<file path="src/rtl/pri_queue.sv">
// pri_queue: six-entry sorted priority queue of unsigned values.
// The entries r1_out..r6_out form a descending register chain. r1_out is the
// maximum and drives top. A zero entry marks an empty slot. Empty slots always
// sit at the bottom of the chain.
// Command priority each cycle: clear > loadIn > shiftOut > hold.
// Optional feature macro PRI_QUEUE_STATUS_EN adds registered count/full/empty
// status outputs.
module pri_queue #(
  parameter int WIDTH = 8,
  parameter int DEPTH = 6   // chain is built from the six named entry registers
) (
  input  logic             ck,
  input  logic             r,
  input  logic             clear,
  input  logic             loadIn,
  input  logic             shiftOut,
  input  logic [WIDTH-1:0] newVal,
  output logic [WIDTH-1:0] top
`ifdef PRI_QUEUE_STATUS_EN
  ,
  output logic [2:0]       count,
  output logic             full,
  output logic             empty
`endif
);

  // Entry registers; names are kept stable for hierarchical observation.
  logic [WIDTH-1:0] r1_out, r2_out, r3_out, r4_out, r5_out, r6_out;

  logic [WIDTH-1:0] cur_s  [1:DEPTH];  // current chain, indexable view
  logic [WIDTH-1:0] down_s [1:DEPTH];  // value arriving from the slot above
  logic [WIDTH-1:0] up_s   [1:DEPTH];  // value arriving from the slot below
  logic             prv_ge_s [1:DEPTH]; // slot above keeps its value on insert
  logic [WIDTH-1:0] nxt_s  [1:DEPTH];  // next chain contents

  // Gather the named registers into an array for the per-slot logic.
  always_comb begin
    cur_s[1] = r1_out;
    cur_s[2] = r2_out;
    cur_s[3] = r3_out;
    cur_s[4] = r4_out;
    cur_s[5] = r5_out;
    cur_s[6] = r6_out;
  end

  // Neighbour values for insert (shift down) and pop (shift up).
  always_comb begin
    down_s[1]   = newVal;
    prv_ge_s[1] = 1'b1;
    for (int i = 2; i <= DEPTH; i++) begin
      down_s[i]   = cur_s[i-1];
      prv_ge_s[i] = (cur_s[i-1] >= newVal);
    end
    for (int i = 1; i < DEPTH; i++) begin
      up_s[i] = cur_s[i+1];
    end
    up_s[DEPTH] = '0;
  end

  // Per-slot next value. On insert, slots not smaller than newVal hold, which
  // gives stable ties. The first smaller slot takes newVal, and slots below it
  // take their upper neighbour. A zero or too-small newVal changes nothing.
  always_comb begin
    for (int i = 1; i <= DEPTH; i++) begin
      if (clear) begin
        nxt_s[i] = '0;
      end else if (loadIn) begin
        if (cur_s[i] >= newVal) begin
          nxt_s[i] = cur_s[i];
        end else if (prv_ge_s[i]) begin
          nxt_s[i] = newVal;
        end else begin
          nxt_s[i] = down_s[i];
        end
      end else if (shiftOut) begin
        nxt_s[i] = up_s[i];
      end else begin
        nxt_s[i] = cur_s[i];
      end
    end
  end

  // Entry chain registers with asynchronous clear.
  always_ff @(posedge ck or negedge r) begin
    if (!r) begin
      r1_out <= '0;
      r2_out <= '0;
      r3_out <= '0;
      r4_out <= '0;
      r5_out <= '0;
      r6_out <= '0;
    end else begin
      r1_out <= nxt_s[1];
      r2_out <= nxt_s[2];
      r3_out <= nxt_s[3];
      r4_out <= nxt_s[4];
      r5_out <= nxt_s[5];
      r6_out <= nxt_s[6];
    end
  end

  assign top = r1_out;

`ifdef PRI_QUEUE_STATUS_EN
  logic [2:0] count_r, cnt_nxt_s;
  logic       full_r, empty_r;
  logic       accept_s;

  // A load is accepted only when newVal beats the smallest entry. That test
  // also excludes newVal == 0.
  always_comb begin
    accept_s = (cur_s[DEPTH] < newVal);
  end

  // Occupancy tracks the entries: up on accepted load, down on real pop.
  always_comb begin
    if (clear) begin
      cnt_nxt_s = 3'd0;
    end else if (loadIn) begin
      if (accept_s && (count_r != 3'd6)) begin
        cnt_nxt_s = count_r + 3'd1;
      end else begin
        cnt_nxt_s = count_r;
      end
    end else if (shiftOut) begin
      if (count_r != 3'd0) begin
        cnt_nxt_s = count_r - 3'd1;
      end else begin
        cnt_nxt_s = count_r;
      end
    end else begin
      cnt_nxt_s = count_r;
    end
  end

  // Status registers update on the same edge as the entries.
  always_ff @(posedge ck or negedge r) begin
    if (!r) begin
      count_r <= 3'd0;
      full_r  <= 1'b0;
      empty_r <= 1'b1;
    end else begin
      count_r <= cnt_nxt_s;
      full_r  <= (cnt_nxt_s == 3'd6);
      empty_r <= (cnt_nxt_s == 3'd0);
    end
  end

  assign count = count_r;
  assign full  = full_r;
  assign empty = empty_r;
`endif

endmodule

</file>
<file path="config.mk">
export PLATFORM = sky130hd
export DESIGN_NAME = pri_queue
export DESIGN_NICKNAME = d
export VERILOG_FILES = /design/src/rtl/pri_queue.sv
export SDC_FILE = /design/constraint.sdc
export NUM_CORES = 1
export LEC_CHECK = 0
export ABC_AREA = 1
export BUFFER_PORTS_ARGS = -buffer_cell sky130_fd_sc_hd__buf_2
export CORE_ASPECT_RATIO = 1.25
export CORE_MARGIN = 3
export CORE_UTILIZATION = 40
export DETAILED_ROUTE_END_ITERATION = 10
export GPL_TIMING_DRIVEN = 0
export SETUP_SLACK_MARGIN = 0.5
export SLEW_MARGIN = 40
export SYNTH_ARGS = -nofsm -noshare
export SYNTH_HDL_FRONTEND = slang
export SYNTH_SLANG_ARGS = --single-unit
export TNS_END_PERCENT = 20
</file>
<file path="constraint.sdc">
create_clock -name ck -period 2.1 [get_ports ck]
set_clock_uncertainty 0.15 [all_clocks]
set_input_delay 0.21 -clock ck [delete_from_list [all_inputs] [get_ports ck]]
set_output_delay 0.21 -clock ck [all_outputs]
set_load 0.01 [all_outputs]
</file>
==> flow_summary.yaml, run 1 <==
outcome:
  outcome: "completed"
final_layout:
  fillers: 959
  nets: 837
  layout_common_cells: "nand2_1 (125), nor2_1 (120), buf_4 (73)"
  syn2layout_area_growth_pct: 45.8
  layout_commonest_cell: "nand2_1"
  antenna_cells: 0
  stdcell_area_um2: 6290
  drive_gt1_share_pct: 34.5
timing:
  slew_headroom_pct: 55.2
  finalHoldViolations: 0
  worst_pin_slew_ns: 0.672
  rsz0062_at_grt: "true"
  fmax_ghz: 0.516
  fin_tns_setup_ns: 0
  drv_slew: 0
  finalCritPeriodShare_pct: 92.3
  setup_viol: 0
  post-route-min-period_ns: 1.94
routing:
  vias: 4797
  drc: 0
  first_pass_iters: 6
  totalWireLength_mm: 15.0
  wl_per_cell_um: 16.5
  postRouteAntennaNets: 0
  initialDrtViolationCount: 327
  avgViaCountPerCell: 5.30
min_path:
  holdPathEnd: "r6_out[7]"
  worstHoldPathType: "primary input to flip-flop"
  holdCritStartpoint: "newVal[7]"
  hold_depth: 5
setup_path:
  cp_max_fo: 6
  reg2reg_to: "r4_out[4]"
  cp-end-kind: "flip-flop"
  r2r_start: "r3_out[6]"
  worstRegToRegCells: 9
  cp.arrival_ns: 1.98
  cp.required_ns: 2.14
  reg2reg_slack_ns: 0.16
  critPathLaunchType: "flip-flop"
  crit_type: "flip-flop to flip-flop"
floorplanning:
  dieArea_um2: 12100
  placeableCoreArea_um2: 10300
  io_pins: 21
  start_util_pct: 41.9
  die_y_um: 122
  num_rows: 41
  die_w_um: 98.9
clock_network:
  cts_buffers: 5
  cts-htree-levels: 2
  cts_max_path_buffers: 2
  clkTransAtPathRegs_ns: 0.07
  cts_tree: "done"
  cts_root_buf: "clkbuf_16"
  numClockSinks: 48
  clk_latency_ns: 0.30
synthesis:
  ys_warn_count: 0
  yosysTopAreaCellShare_pct: 27.8
  synthCells: 660
  synth-seq-area-share_pct: 27.8
  synth_area_per_cell_um2: 6.54
  synth_seq_cells: 48
  synth_top_area_cell: "dfrtp_1"
  synth_area_um2: 4320
  synth.distinct_cells: 30
  syn_nets: 721
  ys_top_cells_by_area: "dfrtp_1 (28%), ha_1 (14%), nand2_1 (13%), nor2_1 (12%), nand3_1 (8.0%)"
pwr:
  power_density_nw_per_um2: 808
  vdd_ir_drop_max_uv: 389
  total_power_mw: 5.09
  p_leak_nw: 3.38
global_route:
  antenna_found_initial: 0
  grt_usage_pct: 24.5
  grt_max_degree: 49
  first_global_vias: 4725
  grt_pass1_wl_mm: 23.3
  grt_overflow: 0
job:
  maxCapViolations: 0
placed_design:
  place_area_um2: 4690
  io_buffers: 20
  gp_congestion: 0.875
  dp_hpwl_mm: 10.1
per-stage QoR:
step           hold slack, ns  utilization [%]  worst slack [ns]  instances
3_3_place_gp            0.345             45.5            -0.461        809
3_5_place_dp            0.143             45.5            -0.502        809
5_1_grt                 0.157             61.0            0.0868        905
4_1_cts                 0.201             54.3             0.207        869
6_report                0.153             61.0             0.163        905
2_1_floorplan          -0.236                -             0.198        660
registers in the layout (all words and copies together) (netlist names):
| signal | flops |
|---|---|
| r2_out | 8 |
| r3_out | 8 |
| r4_out | 8 |
| r5_out | 8 |
| r6_out | 8 |
| top | 8 |
synth_stat cells, drive strengths merged:
library cell  instances
a21o                  1
a21oi                43
buf                  20
clkbuf                3
clkinv                1
dfrtp                48
ha                   48
inv                  77
nand2               159
nand3                70
nand3b                6
nand4                 9
nor2                145
o21a                  5
o21ai                16
o21bai                1
o22ai                 8
metal layers:
layer	global-route usage [%]	part of all wire, %
met1	29.7	41
met2	39.8	47
met3	3.95	6.1
met4	16.2	5.7
met5	0	0
report_power, final:
part           internal, mW  leakage [nW]  switching (mW)
registers              1.14         0.624           0.220
clock network         0.435        0.0667           0.366
logic                  1.36          2.69            1.57
worst max path at each step:
| stage | start | endpoint | slack, ns | cells after the start |
|---|---|---|---|---|
| global route | r4_out[3] | r5_out[7] | 0.09 | 10 |
| detailed placement | newVal[7] | r2_out[2] | -0.50 | 12 |
| finish | r3_out[6] | r4_out[4] | 0.16 | 9 |
| CTS | r3_out[7] | r4_out[7] | 0.21 | 12 |
| floorplan | top[6] | top[0] | 0.20 | 8 |
| global placement | newVal[7] | r2_out[6] | -0.46 | 12 |
kinds of logic after synthesis:
group / Yosys count / synth area share, %
AND/OR/NAND/NOR: 389 / 38.6
buffers and inverters: 101 / 9.68
AO/OA/AOI/OAI: 74 / 10.0
adder cells (fa/ha/maj): 48 / 13.9
flip-flops: 48 / 27.8
what timing repair did:
action / CTS / global route
cloned: 3 / 2
hold buffers: 1 / 0
setup buffers: 49 / 34
hold endpoints to repair: 48 / 0
pin swaps: 33 / 59
gates resized for setup: 75 / 86
endpoints found under the setup margin: 48 / 48
worst max-delay path: stages, from the launching register on:
cell and delay, ns:
dfrtp_1 0.41, ha_1 0.31, nand2_2 0.07, o21a_1 0.19, buf_6 0.14, buf_6 0.13
a21oi_1 0.16, nor2_1 0.07, nor2_2 0.14, nor2_1 0.06
layout make-up:
type | count | area [um2] | share of cell area, %
Timing Repair Buffer | 107 | 903 | 14.4
Sequential cell | 48 | 1200 | 19.1
Clock buffer | 6 | 129 | 2.05
Inverter | 78 | 322 | 5.11
Clock inverter | 1 | 5.00 | 0.0795
Multi-Input combinational cell | 513 | 3370 | 53.5
Tap cell | 129 | 161 | 2.56
Buffer | 23 | 200 | 3.18
Note: power is estimated with default switching activity, not from simulation.
==> inputs of run 2 (changes only) <==
- CORE_UTILIZATION: 40 -> 30
- PLACE_DENSITY_LB_ADDON: not set -> 0.25
==> flow_summary.yaml, run 2 (same netlist as run 1, synthesis figures left out) <==
setup_path:
  cpMostUsedCell: "nor2_1"
  crit_type: "flip-flop to flip-flop"
  cpPeakStageDelay_ns: 0.42
  crit_chain: "ha_4 > nand2_2 > o21a_1 > buf_6 > buf_8 > nand3_1 > nand2_1 > nor2_2 > nor2_1 > nor2_1"
  cp.arrival_ns: 1.99
  critPathLaunchType: "flip-flop"
  cp-end-kind: "flip-flop"
  cp_slowest_cell: "dfrtp_2"
  cp.required_ns: 2.19
  cp_max_fo: 10
placed_design:
  io_buffers: 20
  gp_congestion: 0.869
  dp_hpwl_mm: 10.5
  place_ws_ns: -0.587
routing:
  postRouteAntennaNets: 0
  initialDrtViolationCount: 228
  totalWireLength_mm: 15.3
  vias: 4717
  drc: 0
  first_pass_iters: 4
  avgViaCountPerCell: 4.98
  wl_per_cell_um: 16.1
timing:
  finalHoldViolations: 0
  post-route-min-period_ns: 1.90
  worst_pin_slew_ns: 0.697
  drv_slew: 0
  slew_headroom_pct: 53.5
  fmax_ghz: 0.527
  fin_ws_ns: 0.203
  rsz0062_at_grt: "true"
  whs_ns: 0.143
  setup_viol: 0
  finalCritPeriodShare_pct: 90.3
global_route:
  grt_usage_pct: 19.5
  antenna_found_initial: 0
  grt_max_degree: 49
  grt_overflow: 0
  first_global_vias: 4795
  grt_pass1_wl_mm: 24.6
final_layout:
  antenna_cells: 0
  regArea_um2: 1210
  nets: 832
  drive_gt1_share_pct: 31.2
  layout_common_cells: "nand2_1 (129), nor2_1 (126), buf_4 (72)"
  layout_commonest_cell: "nand2_1"
  fillers: 1409
  multi_input_area_um2: 3210
  syn2layout_area_growth_pct: 44.7
floorplanning:
  io_pins: 21
  die_y_um: 140
  num_rows: 48
  dieArea_um2: 15900
  die_w_um: 113
  placeableCoreArea_um2: 13900
  start_util_pct: 31.0
clock_network:
  numClockSinks: 48
  cts_max_path_buffers: 2
  clkTransAtPathRegs_ns: 0.07
  cts_buffers: 5
  clk_latency_ns: 0.30
  cts_tree: "done"
  cts-htree-levels: 2
  cts_root_buf: "clkbuf_16"
pwr:
  vdd_ir_drop_max_uv: 330
  power_density_nw_per_um2: 824
  p_leak_nw: 3.33
outcome:
  outcome: "completed"
job:
  maxCapViolations: 0
min_path:
  worstHoldPathType: "primary input to flip-flop"
run 2: cell count changes in the layout (fill, tap and decap cells not counted), moves of 3 or more:
| cell | before | now |
|---|---|---|
| nand3_2 | 12 | 5 |
| nand3_1 | 58 | 64 |
| nor2_1 | 120 | 126 |
| ha_1 | 26 | 30 |
| ha_4 | 22 | 18 |
| nand2_1 | 125 | 129 |
| nand2_2 | 19 | 15 |
| buf_2 | 23 | 20 |
| buf_6 | 17 | 14 |
| nor2_2 | 17 | 14 |
| nor2_4 | 7 | 4 |
run 2: final cells by class:
class | instances | share of cell area, %
well taps | 175 | 3.50
clock buffers | 6 | 2.06
repair buffers | 104 | 14.9
plain buffers | 23 | 3.20
clock inverters | 2 | 0.561
flip-flops and latches | 48 | 19.3
inverters | 78 | 5.15
multi-input cells | 511 | 51.3
run 2: where the power goes:
part	switching [mW]	internal [mW]
clock network	0.400	0.562
registers	0.220	1.14
logic	1.51	1.31
run 2: metal layers:
layer / vias up / part of all wire, % / GRT usage, %
met2: 103 / 54 / 37.0
met3: 34 / 2.9 / 1.99
li1: 2360 / - / -
met4: 0 / 3.6 / 8.48
met5: - / 0 / 0
met1: 2220 / 39 / 21.6
run 2: path summary, 6_finish.rpt:
path,slack [ns],end,startpoint,cells past startpoint
worst max-delay path,0.20,r5_out[6],r4_out[7],10
worst min-delay path,0.14,r6_out[7],newVal[7],5
worst max register to register,0.20,r5_out[6],r4_out[7],10
worst min register to register,0.38,r2_out[0],r2_out[0],2
max in group asynchronous,0.94,r4_out[7],r,2
min in group asynchronous,0.32,r6_out[0],r,2
run 2: metrics by stage:
stage | util, % | power [mW] | setup TNS, ns | area, um2 | std cells
floorplan | - | 2.79 | 0 | 4430 | 660
global placement | 34.1 | 3.28 | -18.50 | 4750 | 855
detailed placement | 34.1 | 3.32 | -20.48 | 4750 | 855
CTS | 42.2 | 4.84 | 0 | 5880 | 932
global route | 44.8 | 5.52 | 0 | 6250 | 947
finish | 44.8 | 5.15 | 0 | 6250 | 947
run 2: repair_timing:
action | CTS | global route
pin swaps | 44 | 42
gates resized for setup | 83 | 47
gates cloned | 1 | 2
setup endpoints to repair | 48 | 48
hold buffers | 1 | 0
setup buffers | 67 | 13
endpoints found under the hold margin | 48 | 0
run 2: worst max-delay path: cells and delay by family, from the launching register on:
| kind | cells | cell delay [ns] |
|---|---|---|
| AO/OA/AOI/OAI | 1 | 0.19 |
| adder cells (fa/ha/maj) | 1 | 0.29 |
| AND/OR/NAND/NOR | 6 | 0.52 |
| flip-flops | 1 | 0.42 |
| buffers and inverters | 2 | 0.28 |
